`src/rtl/legv8_pkg.sv`:
```
// Shared LEGv8 control definitions: FSM states, instruction classes, opcodes, control codes.
// Pure declarations: no latency; no flow control.
package legv8_pkg;

    typedef enum logic [2:0] {
        ST_FETCH,
        ST_DECODE,
        ST_EXEC,
        ST_MEM,
        ST_WB,
        ST_ERROR
    } state_t;

    typedef enum logic [2:0] {
        CLS_LDUR,
        CLS_STUR,
        CLS_RTYPE,
        CLS_ADDI,
        CLS_CBZ,
        CLS_CBNZ,
        CLS_B,
        CLS_NONE
    } cls_t;

    localparam logic [10:0] OP_LDUR = 11'b11111000010;
    localparam logic [10:0] OP_STUR = 11'b11111000000;
    localparam logic [10:0] OP_ADD  = 11'b10001011000;
    localparam logic [10:0] OP_SUB  = 11'b11001011000;
    localparam logic [10:0] OP_AND  = 11'b10001010000;
    localparam logic [10:0] OP_ORR  = 11'b10101010000;
    localparam logic [9:0]  OP_ADDI = 10'b1001000100;
    localparam logic [7:0]  OP_CBZ  = 8'b10110100;
    localparam logic [7:0]  OP_CBNZ = 8'b10110101;
    localparam logic [5:0]  OP_B    = 6'b000101;

    localparam logic [1:0] IMM_D  = 2'b00;
    localparam logic [1:0] IMM_CB = 2'b01;
    localparam logic [1:0] IMM_I  = 2'b10;
    localparam logic [1:0] IMM_B  = 2'b11;

    localparam logic [1:0] ALU_ADD   = 2'b00;
    localparam logic [1:0] ALU_PASSB = 2'b01;
    localparam logic [1:0] ALU_RTYPE = 2'b10;

endpackage

```
`src/rtl/legv8_opdecode.sv`:
```
// Classifies the instruction word into an execution class and flags unknown opcodes.
// Combinational, zero latency; no flow control.
module legv8_opdecode
    import legv8_pkg::*;
(
    input  logic [31:0] instr,
    output cls_t        cls,
    output logic        illegal
);

    // Longest opcode fields are tested first so shorter prefixes cannot shadow them.
    always_comb begin
        cls = CLS_NONE;
        if (instr[31:21] == OP_LDUR) begin
            cls = CLS_LDUR;
        end else if (instr[31:21] == OP_STUR) begin
            cls = CLS_STUR;
        end else if (instr[31:21] == OP_ADD || instr[31:21] == OP_SUB ||
                     instr[31:21] == OP_AND || instr[31:21] == OP_ORR) begin
            cls = CLS_RTYPE;
        end else if (instr[31:22] == OP_ADDI) begin
            cls = CLS_ADDI;
        end else if (instr[31:24] == OP_CBZ) begin
            cls = CLS_CBZ;
        end else if (instr[31:24] == OP_CBNZ) begin
            cls = CLS_CBNZ;
        end else if (instr[31:26] == OP_B) begin
            cls = CLS_B;
        end
    end

    assign illegal = (cls == CLS_NONE);

endmodule

```
`src/rtl/legv8_multicycle_ctrl.sv`:
```
// Multicycle LEGv8 control FSM with memory-wait timeout and retired-instruction counter.
// 3-5 cycles per instruction plus memory wait; stalls in FETCH/MEM until mem_ack or timeout.
module legv8_multicycle_ctrl
    import legv8_pkg::*;
#(
    parameter int MAX_WAIT = 15,
    parameter int CNT_W    = 16
) (
    input  logic             clk,
    input  logic             rst_n,
    input  logic [31:0]      instr,
    input  logic             zero,
    input  logic             mem_ack,
    output logic             mem_req,
    output logic             mem_read,
    output logic             mem_write,
    output logic             iord,
    output logic             ir_write,
    output logic             pc_write,
    output logic             reg_write,
    output logic             pc_src,
    output logic [1:0]       imm_sel,
    output logic             alu_src,
    output logic [1:0]       alu_op,
    output logic             mem_to_reg,
    output logic             err,
    output logic [CNT_W-1:0] retired
);

    localparam int                WAIT_W    = $clog2(MAX_WAIT + 1);
    localparam logic [WAIT_W-1:0] WAIT_LAST = WAIT_W'(MAX_WAIT - 1);

    state_t            state_q, state_d;
    cls_t              cls_q, dec_cls;
    logic              dec_illegal;
    logic [WAIT_W-1:0] wait_q;
    logic              err_q, set_err, retire, timeout, taken;
    logic [CNT_W-1:0]  retired_q;

    legv8_opdecode u_opdecode (
        .instr   (instr),
        .cls     (dec_cls),
        .illegal (dec_illegal)
    );

    // The last permitted wait cycle still accepts an ack; only a missing ack times out.
    assign timeout = !mem_ack && (wait_q == WAIT_LAST);

    always_comb begin
        state_d    = state_q;
        mem_req    = 1'b0;
        mem_read   = 1'b0;
        mem_write  = 1'b0;
        iord       = 1'b0;
        ir_write   = 1'b0;
        pc_write   = 1'b0;
        reg_write  = 1'b0;
        pc_src     = 1'b0;
        imm_sel    = IMM_D;
        alu_src    = 1'b0;
        alu_op     = ALU_ADD;
        mem_to_reg = 1'b0;
        set_err    = 1'b0;
        retire     = 1'b0;
        taken      = 1'b0;
        // Holding rst_n low keeps every strobe quiet even though the state reads FETCH.
        if (rst_n) begin
            unique case (state_q)
                ST_FETCH: begin
                    mem_req  = 1'b1;
                    mem_read = 1'b1;
                    if (mem_ack) begin
                        ir_write = 1'b1;
                        pc_write = 1'b1;
                        state_d  = ST_DECODE;
                    end else if (timeout) begin
                        set_err = 1'b1;
                        state_d = ST_ERROR;
                    end
                end
                ST_DECODE: begin
                    if (dec_illegal) begin
                        set_err = 1'b1;
                        state_d = ST_ERROR;
                    end else begin
                        state_d = ST_EXEC;
                    end
                end
                ST_EXEC: begin
                    unique case (cls_q)
                        CLS_RTYPE: begin
                            alu_op  = ALU_RTYPE;
                            state_d = ST_WB;
                        end
                        CLS_ADDI: begin
                            imm_sel = IMM_I;
                            alu_src = 1'b1;
                            state_d = ST_WB;
                        end
                        CLS_LDUR, CLS_STUR: begin
                            imm_sel = IMM_D;
                            alu_src = 1'b1;
                            state_d = ST_MEM;
                        end
                        CLS_CBZ, CLS_CBNZ: begin
                            taken    = (cls_q == CLS_CBZ) ? zero : !zero;
                            imm_sel  = IMM_CB;
                            alu_op   = ALU_PASSB;
                            pc_write = taken;
                            pc_src   = taken;
                            retire   = 1'b1;
                            state_d  = ST_FETCH;
                        end
                        CLS_B: begin
                            imm_sel  = IMM_B;
                            pc_write = 1'b1;
                            pc_src   = 1'b1;
                            retire   = 1'b1;
                            state_d  = ST_FETCH;
                        end
                        default: begin
                            set_err = 1'b1;
                            state_d = ST_ERROR;
                        end
                    endcase
                end
                ST_MEM: begin
                    mem_req   = 1'b1;
                    iord      = 1'b1;
                    mem_read  = (cls_q == CLS_LDUR);
                    mem_write = (cls_q == CLS_STUR);
                    if (mem_ack) begin
                        if (cls_q == CLS_LDUR) begin
                            state_d = ST_WB;
                        end else begin
                            retire  = 1'b1;
                            state_d = ST_FETCH;
                        end
                    end else if (timeout) begin
                        set_err = 1'b1;
                        state_d = ST_ERROR;
                    end
                end
                ST_WB: begin
                    reg_write  = 1'b1;
                    mem_to_reg = (cls_q == CLS_LDUR);
                    retire     = 1'b1;
                    state_d    = ST_FETCH;
                end
                ST_ERROR: begin
                    state_d = ST_ERROR;
                end
                default: begin
                    state_d = ST_ERROR;
                end
            endcase
        end
    end

    always_ff @(posedge clk or negedge rst_n) begin
        if (!rst_n) begin
            state_q   <= ST_FETCH;
            cls_q     <= CLS_NONE;
            wait_q    <= '0;
            err_q     <= 1'b0;
            retired_q <= '0;
        end else begin
            state_q <= state_d;
            if (state_q == ST_DECODE) begin
                cls_q <= dec_cls;
            end
            // Staying in FETCH/MEM implies no ack this cycle; any state change restarts the count.
            if (state_d != state_q) begin
                wait_q <= '0;
            end else if (state_q == ST_FETCH || state_q == ST_MEM) begin
                wait_q <= wait_q + 1'b1;
            end
            if (set_err) begin
                err_q <= 1'b1;
            end
            if (retire) begin
                retired_q <= retired_q + 1'b1;
            end
        end
    end

    assign err     = err_q | set_err;
    assign retired = retired_q;

endmodule

```
`config.mk`:
```
export PLATFORM = sky130hd
export DESIGN_NAME = legv8_multicycle_ctrl
export DESIGN_NICKNAME = d
export VERILOG_FILES = /design/src/rtl/legv8_pkg.sv /design/src/rtl/legv8_opdecode.sv /design/src/rtl/legv8_multicycle_ctrl.sv
export SDC_FILE = /design/constraint.sdc
export NUM_CORES = 1
export LEC_CHECK = 0
export CORE_MARGIN = 2
export CORE_UTILIZATION = 37
export CTS_CLUSTER_DIAMETER = 40
export DETAILED_ROUTE_END_ITERATION = 8
export PLACE_DENSITY_LB_ADDON = 0.08
export SLEW_MARGIN = 20
export SYNTH_ARGS = -nofsm -noshare
export SYNTH_HDL_FRONTEND = slang
export SYNTH_SLANG_ARGS = --single-unit
```
`constraint.sdc`:
```
create_clock -name clk -period 2 [get_ports clk]
set_input_delay 0.4 -clock clk [delete_from_list [all_inputs] [get_ports clk]]
set_output_delay 0.4 -clock clk [all_outputs]
set_load 0.01 [all_outputs]
```
# Word level (Yosys, flattened, before mapping)
# Index checks and enable logic that the tools add are counted.
[totals] inputBits=36 regBits=27 wordCells=106 output_inout_bits=31
[op_classes] addsub=2 bitwise=1 reduce_logical=17 n_eq_ne=23 mux=58
[op_table] op="$eq 11x11->1 const B" count=6
[op_table] op="$mux 3" count=12
[op_table] op="$mux 1" count=31
[op_table] op="$add 16x1->16 const B" count=1
[op_table] op="$eq 8x8->1 const B" count=2
[op_table] op="$eq 3x3->1 const B" count=5
[op_table] op="$pmux 3 s5" count=1
[op_table] op="$eq 3x2->1 const B" count=4
[op_table] op="$eq 10x10->1 const B" count=1
[op_table] op="$pmux 3 s3" count=1
[op_table] op="$mux 2" count=4
[op_table] op="$mux 4" count=2
[op_table] op="$reduce_or 2->1" count=4
[op_table] op="$reduce_or 7->1" count=1
[op_table] op="$eq 3x1->1 const B" count=2
[op_table] op="$eq 6x3->1 const B" count=1
[op_table] op="$logic_not 3->1" count=2
[op_table] op="$pmux 1 s2" count=3
[op_table] op="$pmux 1 s3" count=2
[op_table] op="$pmux 2 s3" count=1
[op_table] op="$reduce_or 3->1" count=2
[op_table] op="$add 4x1->4 const B" count=1
[op_table] op="$eq 4x4->1 const B" count=1
[op_table] op="$logic_or 1x1->1" count=4
[op_table] op="6 further kinds" count=7

# Longest topological paths before layout
# Gate-level depths: netlist of run 1.
[logic_depth] ltp_word=14 ltp_mapped=7 mapped_depth_nobuf=7

# By module
# From an unflattened synthesis of run 1, not the netlist that was laid out.
[unflattened] hier_cells=202 area_unflattened_um2=1940.6
[modules_own_cells] module="legv8_multicycle_ctrl" cells_each=182 seq_area_each_um2=679.4 area_per_inst_um2=1765.4 n_inst=1
[modules_own_cells] module="legv8_opdecode" cells_each=20 seq_area_each_um2=0.0 area_per_inst_um2=175.2 n_inst=1

# Least setup slack after synthesis of run 1
# OpenSTA, ideal clock, no wires.
[synth_timing] path_kind="input port to output port" from="input rst_n" to="output pc_write" slack_ns=0.119 required_ns=1.600 cell_stages=5 t_arrival_ns=1.481 n_path_buf=0 path_cell_list="inv_2 > nor4_4 > nand2_1 > nor3_1 > or2_1"
[synth_between] elab_chain_cells=1
[synth_lines] item="start, declared" line="legv8_multicycle_ctrl.sv:10" rtl="input logic rst_n,"
[synth_lines] item="$mux 1" line="legv8_multicycle_ctrl.sv:67" rtl="if (rst_n) begin"
[synth_lines] item="end, declared" line="legv8_multicycle_ctrl.sv:19" rtl="output logic pc_write,"
# Every way passes these cells.

# Final worst setup path of run 1
[layout_timing] from="register wait_q[1]" to="output err"
[layout_between] elab_chain_cells=7
[layout_lines] item="start, declared" line="legv8_multicycle_ctrl.sv:36" rtl="logic [WAIT_W-1:0] wait_q;"
[layout_lines] item="start signal, assigned" line="legv8_multicycle_ctrl.sv:176" rtl="wait_q <= wait_q + 1'b1;"
[layout_lines] item="$eq 4x4->1" line="legv8_multicycle_ctrl.sv:47" rtl="assign timeout = !mem_ack && (wait_q == WAIT_LAST);"
[layout_lines] item="$logic_and 1x1->1" line="legv8_multicycle_ctrl.sv:47"
[layout_lines] item="$mux 1" line="legv8_multicycle_ctrl.sv:76, legv8_multicycle_ctrl.sv:139"
[layout_lines] item="$mux 1" line="legv8_multicycle_ctrl.sv:132" rtl="if (mem_ack) begin"
[layout_lines] item="$pmux 1 s3" line="legv8_multicycle_ctrl.sv:68" rtl="unique case (state_q)"
[layout_lines] item="$mux 1" line="legv8_multicycle_ctrl.sv:67"
[layout_lines] item="$or 1x1->1" line="legv8_multicycle_ctrl.sv:187" rtl="assign err = err_q | set_err;"
[layout_lines] item="end, declared" line="legv8_multicycle_ctrl.sv:26" rtl="output logic err,"
# Every way passes these cells.

==> results by group, run 1 <==
Power and ir drop
  • Pwr Density: 794 nW/um2
  • Combinational power share: 53.1%
  • Pint: 0.00147 W
  • Leakage: 1.41 nW
  • Part of the power in registers: 33.2%
  • Sw Ratio: 38.1%
  • Clk pwr share: 13.6%
  • VDD IR max: 0.000421 V
  • Power Total: 0.00237 W
  • Switching power: 0.000904 W

Finish
  • ANT cells: 0
  • Layout cells sized above 1: 47.4%
  • Core Util, Final: 63.3%
  • Area Overhead vs Synth: 64.6%
  • Filler instances: 392
  • Final #Nets: 350
  • Design area: 2990 um2

Run
  • Max-cap violations: 0

CTS
  • H-tree level count: 1
  • Clock root cell: clkbuf_8
  • Clock Sinks: 27
  • Skew-Pair Late Insertion Delay: 0.28 ns
  • Inserted Clock Buffers: 3
  • Hold Buf Count CTS: 0
  • Worst-path clk slew: 0.10 ns
  • CTS Buffer Depth: 2
  • CTS tree: built

Worst setup path
  • Worst path max stage delay: 0.40 ns
  • CP Data Required Time: 1.60 ns
  • Critical-path cell list: ha_2 > and4b_1 > a221o_1 > o22a_1 > buf_2
  • Crit Path Max Fanout: 2
  • CP Capture Type: output port
  • Critical-path top delay cell: dfrtp_1
  • CP Class: reg -> out
  • CP Data Arrival Time: 1.69 ns
  • Critical Path Source Type: register

Routing
  • Post-DRT Antenna Nets: 0
  • Drt first pass iters: 4
  • Vias: 1,875
  • Residual DRC count: 0
  • Vias/cell: 4.97
  • Routed wire per std cell: 13.2 um
  • Detailed Route WL: 4970 um
  • Initial DRC count: 88

STA
  • Tightest Pin Transition: 0.461 ns
  • Min cycle time layout: 2.09 ns
  • Worst clock skew: 0.00863 ns
  • WHS: 0.300 ns
  • RSZ-0062 raised after global routing: true
  • Final WS setup: -0.0927 ns
  • Setup-failing EPs final: 1
  • Relative slew margins: 69.1%
  • Fin. max-slew vios: 0
  • Final Hold Viols: 0
  • Period utilization: 105%
  • Max Clock Freq: 478 MHz

Worst hold path
  • Worst hold path type: in -> async

Synthesis
  • Synthesized area per cell: 9.41 um2
  • Asr flop ratio synth: 100%
  • Unique cell type count in the Yosys netlist: 52
  • Top-count cell post-synth: dfrtp_1
  • Post-synth top cells: 24 x dfrtp_1, 21 x nor2_1, 14 x xnor2_1
  • Primary FF master, synth: dfrtp_1
  • Yosys reg bits: 27
  • Syn Std Cell Area: 1820 um2
  • Yosys top cell by area: dfrtp_1
  • Post-synthesis cell count: 193
  • Synth warnings: 0
  • Yosys top cell area share: 33.1%
  • Share of the yosys chip area belonging to registers: 37.4%
  • Syn_nets: 232
  • Number of synthesized flops with an enable pin: 0
  • Top cells by area, synth: dfrtp_1 33%, xnor2_1 6.8%, dfstp_2 4.3%

Placed design
  • Area after DPL: 2700 um2
  • GP Congestion: 0.872
  • Hpwl dp: 3430 um
  • Port bufs: 45

Run status
  • Failing checks: negative setup slack
  • Status: finished, violations left

GRT
  • Initial antenna violation count: 0
  • Largest net degree at the start of global routing: 34
  • Vias in the first global route: 1,887
  • All-Layer GR Usage: 19.3%
  • Global-route wire length before repair: 8420 um
  • GRT Residual Overflow: 0

Die
  • Die height: 74.1 um
  • Die W: 74.1 um
  • Die area: 5480 um2
  • Core region area: 4720 um2
  • Initial Utilization: 38.4%
  • Io pins: 67
  • Rows: 25
-- flip-flops by register name, summed over array words and instances (netlist names) --
signal / flops
retired: 16
wait_q: 4
cls_q: 3
state_q: 3
err_q: 1
-- power groups by stage --
| stage | combinational, W | clock (W) | sequential (W) |
|---|---|---|---|
| after floorplan | 0.000579 | 0 | 0.000787 |
| after global placement | 0.00115 | 0 | 0.000791 |
| after detailed placement | 0.00115 | 0 | 0.000785 |
| after CTS | 0.00122 | 0.000331 | 0.000784 |
| after global routing | 0.00138 | 0.000352 | 0.000807 |
| final | 0.00126 | 0.000323 | 0.000789 |
-- final timing paths --
| kind | startpoint | to | slack (ns) | cells past startpoint |
|---|---|---|---|---|
| hold reg to reg | retired[8]$_DFFE_PN0P_ | retired[8]$_DFFE_PN0P_ | 0.51 | 1 |
| hold / removal | rst_n | state_q[0]$_DFF_PN0_ | 0.30 | 2 |
| min in group clk | retired[8]$_DFFE_PN0P_ | retired[8]$_DFFE_PN0P_ | 0.51 | 1 |
| setup / recovery | wait_q[1]$_DFFE_PN0P_ | err | -0.09 | 5 |
| max in group asynchronous | rst_n | cls_q[2]$_DFFE_PN1N_ | 1.38 | 2 |
| setup reg to reg | state_q[2]$_DFF_PN0_ | retired[1]$_DFFE_PN0P_ | 0.06 | 7 |
-- area by class of cell --
cell class                 instances  area, um2  share of cell area, %
tap                               67       83.8                   2.80
clock inverter                     1       7.51                  0.251
clock buffer                       3       41.3                   1.38
multi-input combinational        152       1180                   39.6
sequential                        27        682                   22.8
inverter                           5       21.3                  0.712
timing repair buffer             122        968                   32.4
-- critical path, delay by kind of cell, from the launching register on --
kind            cells  cell delay, ns
buf+inv             1            0.14
flops               1            0.40
compound gates      2            0.50
simple gates        1            0.19
fa+ha+maj           1            0.19
-- cell families after synthesis --
| logic type | synth area share, % |
|---|---|
| buffers and inverters | 4.00 |
| AND/OR/NAND/NOR | 32.2 |
| multiplexers | 1.17 |
| XOR/XNOR | 9.58 |
| AO/OA/AOI/OAI | 13.6 |
| adder cells (fa/ha/maj) | 2.07 |
| flip-flops | 37.4 |
-- layer usage --
metal | GRT usage (%) | routed length, um | up-vias
met3 | 2.17 | 210 | 4
met5 | 0 | 0 | -
met2 | 33.9 | 2500 | 41
met4 | 6.06 | 27 | 0
li1 | - | - | 950
met1 | 24.8 | 2230 | 880
-- placed cells by master, fill, tap and decap left out, types with 5 or more instances in the layout --
| cell type | n |
|---|---|
| nor2_1 | 18 |
| and3_1 | 8 |
| buf_2 | 10 |
| clkbuf_2 | 11 |
| o21ai_0 | 5 |
| xnor2_1 | 14 |
| buf_4 | 67 |
| nand2_1 | 9 |
| nand3_2 | 5 |
| dfrtp_1 | 22 |
| buf_6 | 12 |
| nand4_1 | 12 |
| clkdlybuf4s50_1 | 17 |
| nand3_1 | 7 |
-- stage by stage --
| step | setup slack, ns | cells | setup TNS [ns] |
|---|---|---|---|
| after floorplan | 0.119 | 193 | 0 |
| after global placement | -0.704 | 348 | -10.64 |
| after detailed placement | -0.759 | 348 | -11.00 |
| after CTS | -0.0839 | 375 | -0.175 |
| after global routing | -0.196 | 377 | -0.517 |
| final | -0.0927 | 377 | -0.0927 |
-- repair_timing --
item,in CTS,in global routing
resized for setup,87,50
buffers inserted,23,3
cloned,0,0
endpoints found under the setup margin,15,18
pin swaps,15,14
Power figures use the tool's default switching activity.
==> run 2: changes to the inputs <==
--- a/config.mk
+++ b/config.mk
@@ -6,7 +6,7 @@
 export NUM_CORES = 1
 export LEC_CHECK = 0
 export CORE_MARGIN = 2
-export CORE_UTILIZATION = 37
+export CORE_UTILIZATION = 35
 export CTS_CLUSTER_DIAMETER = 40
 export DETAILED_ROUTE_END_ITERATION = 8
 export PLACE_DENSITY_LB_ADDON = 0.08
==> run 2 against run 1 <==
Compared with the run above:
- global-route usage is 1.4 points lower
- sequential share of layout area is 0.43 points higher
- first-iteration DRC count is 55% higher
- register-to-register slack got worse by 0.05 ns
- non-clock buffer count decreased by 6
- the flow still finishes with violations (negative setup slack)
==> results by group, run 2 (synthesis gave the netlist of run 1 again) <==
Run status
  • Status: finished, violations left
  • Failing checks: negative setup slack

Worst setup path
  • CP Data Arrival Time: 1.73 ns (+0.04 ns)
  • Critical-path cell list: dlygate4sd2_1 > and3b_2 > o21ai_1 > nand4_1 > nor2_2 > o22a_1 > buf_2
  • Crit Path Max Fanout: 4 (+2)
  • CP Data Required Time: 1.60 ns (about the same)
  • Critical-path top delay cell: dlygate4sd2_1
  • Critical Path Source Type: input pin
  • WP buf/inv: 2 (+1)
  • CP Capture Type: output port
  • Worst path top cell family by delay: simple AND/OR/NAND/NOR gates
  • R2R Path Start: state_q[2]$_DFF_PN0_
  • Worst path max stage delay: 0.25 ns (-0.15 ns)
  • CP Class: in -> out
  • Setup crit start: instr[31]

Finish
  • Most frequent cells in the layout: 67 x buf_4, 23 x dfrtp_1, 18 x nor2_1
  • Non-Filler Instances: 374 (-0.80%)
  • ANT cells: 0 (unchanged)
  • Max FFs per register: 16 (unchanged)
  • Area Overhead vs Synth: 61.3%
  • Final #Nets: 344 (-1.7%)
  • Most common cell after layout, fill and taps aside: buf_4
  • Layout cells sized above 1: 42.8% (-4.7 points)

Die
  • Core region area: 5040 um2 (+6.8%)
  • Rows: 26 (+4.0%)
  • Die W: 76.0 um (+2.7%)
  • Die area: 5780 um2 (+5.4%)
  • Die height: 76.0 um (+2.7%)
  • Initial Utilization: 36.0% (-2.4 points)
  • Io pins: 67 (unchanged)

STA
  • Final Hold Viols: 0 (unchanged)
  • Tightest Pin Transition: 0.419 ns (-0.0418 ns)
  • Max Clock Freq: 470 MHz (-1.6%)
  • Setup-failing EPs final: 8 (+7)
  • WHS: 0.303 ns (+0.00293 ns)
  • Period utilization: 106% (+1.7 points)
  • Relative slew margins: 71.9% (+2.8 points)
  • Setup_tns: -0.433 ns (-0.340 ns)
  • Fin. max-slew vios: 0 (unchanged)
  • Worst clock skew: 0.00511 ns (-0.00352 ns)
  • Min cycle time layout: 2.13 ns (+0.0331 ns)
  • Final WS setup: -0.126 ns (-0.0331 ns)
  • RSZ-0062 raised after global routing: true

Placed design
  • Placed Cells: 352 (+1.1%)
  • GP Congestion: 0.858 (-1.5%)
  • Hpwl dp: 3600 um (+4.7%)
  • Port bufs: 45 (unchanged)

CTS
  • Clock root cell: clkbuf_8
  • CTS Buffer Depth: 2 (unchanged)
  • Inserted Clock Buffers: 3 (unchanged)
  • Hold Buf Count CTS: 0 (unchanged)
  • Worst-path clk slew: 0.09 ns (about the same)
  • H-tree level count: 1 (unchanged)
  • Clock Sinks: 27 (unchanged)
  • Skew-Pair Late Insertion Delay: 0.27 ns (about the same)
  • CTS tree: built

Worst hold path
  • Worst hold path type: in -> async

Power and ir drop
  • Power Total: 0.00233 W (-2.0%)
  • Leakage: 1.37 nW (-2.8%)
  • VDD IR max: 0.000490 V (+16%)
  • Pwr Density: 795 nW/um2 (about the same)

Routing
  • Max layer used: met4
  • Vias/cell: 5.08 (+2.1%)
  • Detailed Route WL: 5110 um (+2.7%)
  • Routed wire per std cell: 13.7 um (+3.6%)
  • Drt first pass iters: 4 (unchanged)
  • Routed met3 length: 177 um (-16%)
  • Routed length on met1: 2330 um (+4.4%)
  • Met2 wire length: 2550 um (+1.9%)
  • Residual DRC count: 0 (unchanged)
  • Initial DRC count: 136 (+55%)
  • Vias: 1,899 (+1.3%)
  • Post-DRT Antenna Nets: 0 (unchanged)

GRT
  • Largest net degree at the start of global routing: 34 (unchanged)
  • Global-route wire length before repair: 8750 um (+3.9%)
  • Initial antenna violation count: 0 (unchanged)
  • Vias in the first global route: 1,903 (+0.85%)
  • All-Layer GR Usage: 17.8% (-1.4 points)
  • GRT Residual Overflow: 0 (unchanged)

Run
  • Max-cap violations: 0 (unchanged)
[run 2: cell count changes in the layout (fill, tap and decap cells not counted), sizes merged]
cell           change
buf                -6
clkdlybuf4s15      +2
clkbuf             -6
dlygate4sd2        +4
[run 2: timing repair]
item	4_1_cts	5_1_grt
buffers inserted	19	0
pin swaps	18	5
resized for setup	94	15
endpoints found under the setup margin	24	22
endpoints found under the hold margin	0	0
[run 2: where the power goes]
part / switching [W] / internal [W] / leakage (nW) / total (W)
registers: 0.000153 / 0.000664 / 0.350 / 0.000817
clock network: 0.000175 / 0.000141 / 0.0217 / 0.000316
logic: 0.000562 / 0.000632 / 1.00 / 0.00119
total: 0.000890 / 0.00144 / 1.37 / 0.00233
[run 2: area by class of cell]
class | instances | area (um2)
Clock buffer | 3 | 41.3
Tap cell | 70 | 87.6
Sequential cell | 27 | 681
Fill cell | 473 | 2110
Timing Repair Buffer | 116 | 923
Clock inverter | 1 | 7.51
Multi-Input combinational cell | 152 | 1170
Inverter | 5 | 18.8
[run 2: final timing paths]
kind	end	cells after the start	slack (ns)
max	err	7	-0.13
min	state_q[0]$_DFF_PN0_	2	0.30
max reg2reg	retired[1]$_DFFE_PN0P_	5	0.01
min reg2reg	retired[13]$_DFFE_PN0P_	1	0.51
max in group asynchronous	cls_q[0]$_DFFE_PN1N_	2	1.37
min in group clk	retired[13]$_DFFE_PN0P_	1	0.51
[run 2: metrics by stage]
stage                     area (um2)  utilization (%)  worst slack, ns
final                           2930             58.1           -0.126
after global routing            2930             58.1           -0.203
after CTS                       2940             58.2          -0.0949
after detailed placement        2720             54.0           -0.773
after global placement          2720             54.0           -0.743
after floorplan                 1820                -            0.119
[run 2: routing by layer]
metal	global-route usage (%)	vias to the layer above
met5	0	-
met4	3.82	0
met3	2.13	6
met2	31.2	46
met1	23.9	919
li1	-	928
==> run 3: changes to the inputs <==
==> constraint.sdc (replaced) <==
create_clock -name clk -period 2.2 [get_ports clk]
set_input_delay 0.44 -clock clk [delete_from_list [all_inputs] [get_ports clk]]
set_output_delay 0.44 -clock clk [all_outputs]
set_load 0.01 [all_outputs]
==> run 3 against run 2 <==
Compared with the run above:
- the run now ends clean
- worst hold slack better by 0.035 ns
- combinational power down 13%
- power down 12%
- clock power down 6.6%
- sequential cell count unchanged
- via count down 4.9%
- critical path depth unchanged
- global-route usage down 0.97 points
- critical endpoint unchanged
- largest power group unchanged
==> results by group, run 3 (synthesis gave the netlist of run 1 again) <==
Run status
  • Status: finished clean

GRT
  • Initial antenna violation count: 0 (unchanged)
  • Global-route wire length before repair: 8090 um (-7.5%)
  • GRT Residual Overflow: 0 (unchanged)
  • All-Layer GR Usage: 16.9% (-0.97 points)
  • Largest net degree at the start of global routing: 34 (unchanged)
  • Vias in the first global route: 1,773 (-6.8%)

Placed design
  • Port bufs: 45 (unchanged)
  • Placed Cells: 345 (-2.0%)
  • GP Congestion: 0.862 (+0.44%)
  • DP Worst Slack: -0.607 ns (+0.166 ns)
  • Area after DPL: 2670 um2 (-1.9%)
  • Hpwl dp: 3520 um (-2.0%)

Power and ir drop
  • Leakage: 1.38 nW (+0.55%)
  • Pwr Density: 720 nW/um2 (-9.4%)
  • VDD IR max: 0.000460 V (-6.0%)

Worst setup path
  • Critical Path Source Type: input pin
  • Setup crit start: instr[26]
  • Critical-path top delay cell: nor4bb_4
  • Worst path max stage delay: 0.39 ns (+0.14 ns)
  • CP Capture Type: output port
  • CP Data Arrival Time: 1.74 ns (about the same)
  • Crit Path Max Fanout: 3 (-1)
  • R2R Path Start: state_q[1]$_DFF_PN0_
  • CP Class: in -> out
  • R2r worst-path depth: 8 (+3)
  • Instance count on the critical path: 7 (unchanged)
  • Worst path top cell family by delay: simple AND/OR/NAND/NOR gates
  • Critical-path cell list: clkdlybuf4s15_1 > nor4bb_4 > o21ai_2 > nand4_1 > nor2_2 > o22a_1 > buf_2
  • Critical R2R Capture: retired[1]$_DFFE_PN0P_
  • Crit path to: err
  • WP buf/inv: 2 (unchanged)
  • R2R setup slack: 0.23 ns (+0.22 ns)
  • CP Data Required Time: 1.76 ns (+0.16 ns)

Die
  • Die height: 76.0 um (unchanged)
  • Io pins: 67 (unchanged)
  • Initial Utilization: 36.0% (unchanged)
  • Die area: 5780 um2 (unchanged)
  • Rows: 26 (unchanged)
  • Core region area: 5040 um2 (unchanged)
  • Die W: 76.0 um (unchanged)

Routing
  • Routed wire per std cell: 13.8 um (+1.3%)
  • Initial DRC count: 65 (-52%)
  • Detailed Route WL: 4920 um (-3.6%)
  • Drt first pass iters: 4 (unchanged)
  • Vias/cell: 5.07 (about the same)
  • Post-DRT Antenna Nets: 0 (unchanged)
  • Vias: 1,806 (-4.9%)
  • Residual DRC count: 0 (unchanged)

CTS
  • Inserted Clock Buffers: 3 (unchanged)
  • Clock root cell: clkbuf_8
  • CTS tree: built
  • Worst-path clk slew: 0.10 ns (about the same)
  • H-tree level count: 1 (unchanged)
  • Skew-Pair Late Insertion Delay: 0.28 ns (about the same)
  • Clock Sinks: 27 (unchanged)
  • CTS Buffer Depth: 2 (unchanged)

Finish
  • ANT cells: 0 (unchanged)
  • Register area: 682 um2 (+0.18%)
  • Design area: 2850 um2 (-2.6%)
  • Non-Filler Instances: 356 (-4.8%)
  • Max FFs per register: 16 (unchanged)
  • Core Util, Final: 56.5% (-1.5 points)
  • Most frequent cells in the layout: 47 x buf_4, 22 x dfrtp_1, 19 x nor2_1
  • Layout cells sized above 1: 35.3% (-7.4 points)
  • Area Overhead vs Synth: 57.0%
  • Multi-input gate area: 1160 um2 (-0.96%)
  • Most common cell after layout, fill and taps aside: buf_4
  • Filler instances: 468 (-1.1%)
  • Final #Nets: 326 (-5.2%)

STA
  • Worst clock skew: 0.0125 ns (+0.00741 ns)
  • WHS: 0.338 ns (+0.0351 ns)
  • Min cycle time layout: 2.18 ns
  • Setup-failing EPs final: 0 (-8)
  • Relative slew margins: 71.2% (-0.67 points)
  • Period utilization: 98.9%
  • Max Clock Freq: 460 MHz
  • Final WS setup: 0.0241 ns (+0.150 ns)
  • RSZ-0062 raised after global routing: true
  • Fin. max-slew vios: 0 (unchanged)
  • Tightest Pin Transition: 0.429 ns (+0.0100 ns)
  • Final Hold Viols: 0 (unchanged)

Run
  • Max-cap violations: 0 (unchanged)

Worst hold path
  • Worst hold path type: in -> async
[run 3: cell count changes in the layout (fill, tap and decap cells not counted), moves of 2 or more]
cell / delta
buf_4: -20
dlymetal6s2s_1: +8
buf_2: -5
clkbuf_2: -3
clkdlybuf4s15_1: +3
a21oi_1: +2
a21oi_2: -2
o21ai_1: -2
[run 3: stage by stage]
stage	TNS, ns	power, W
final	0	0.00205
after global placement	-7.02	0.00172
after floorplan	0	0.00124
after detailed placement	-6.78	0.00172
after global routing	-0.0496	0.00219
after CTS	-0.209	0.00207
[run 3: what timing repair did]
item / 4_1_cts / 5_1_grt
endpoints found under the setup margin: 15 / 10
buffers inserted: 7 / 0
cloned: 0 / 0
gates resized for setup: 57 / 26
pin swaps: 9 / 15
hold buffers: 0 / 0
[run 3: worst reg2reg max path: stages (launching register included)]
cell and delay, ns:
dfrtp_2 0.44, buf_4 0.13, inv_1 0.10, nor4_4 0.06
buf_4 0.14, buf_6 0.11, buf_4 0.12, a211o_4 0.41
mux2_1 0.35
[run 3: final cells by class]
type | count | share of cell area, %
clock buffers | 3 | 1.45
clock inverters | 1 | 0.307
inverters | 5 | 0.658
multi-input cells | 152 | 40.6
flip-flops and latches | 27 | 23.9
well taps | 70 | 3.07
repair buffers | 98 | 30.0
[run 3: routing by layer]
metal  GRT usage, %  up-vias  share of wire, %
met1           20.6      868                45
met3           1.90        6               3.2
met4           4.00        0               1.1
met5              0        -                 0
li1               -      896                 -
met2           31.8       36                51
[run 3: worst min path at each step]
stage,from,end,slack (ns),cells after the start
6_report,rst_n,state_q[2]$_DFF_PN0_,0.34,2
3_3_place_gp,retired[10]$_DFFE_PN0P_,retired[10]$_DFFE_PN0P_,0.48,1
4_1_cts,rst_n,retired[9]$_DFFE_PN0P_,0.35,2
2_1_floorplan,rst_n,err_q$_DFFE_PN0P_,0.14,0
5_1_grt,rst_n,retired[11]$_DFFE_PN0P_,0.38,2
3_5_place_dp,retired[13]$_DFFE_PN0P_,retired[13]$_DFFE_PN0P_,0.48,1
[run 3: report_power, final]
group          total, W  leakage [nW]  switching (W)  internal, W
logic           0.00103          1.01       0.000498     0.000527
clock network  0.000295        0.0261       0.000163     0.000133
registers      0.000733         0.350       0.000128     0.000605
total           0.00205          1.38       0.000788      0.00126
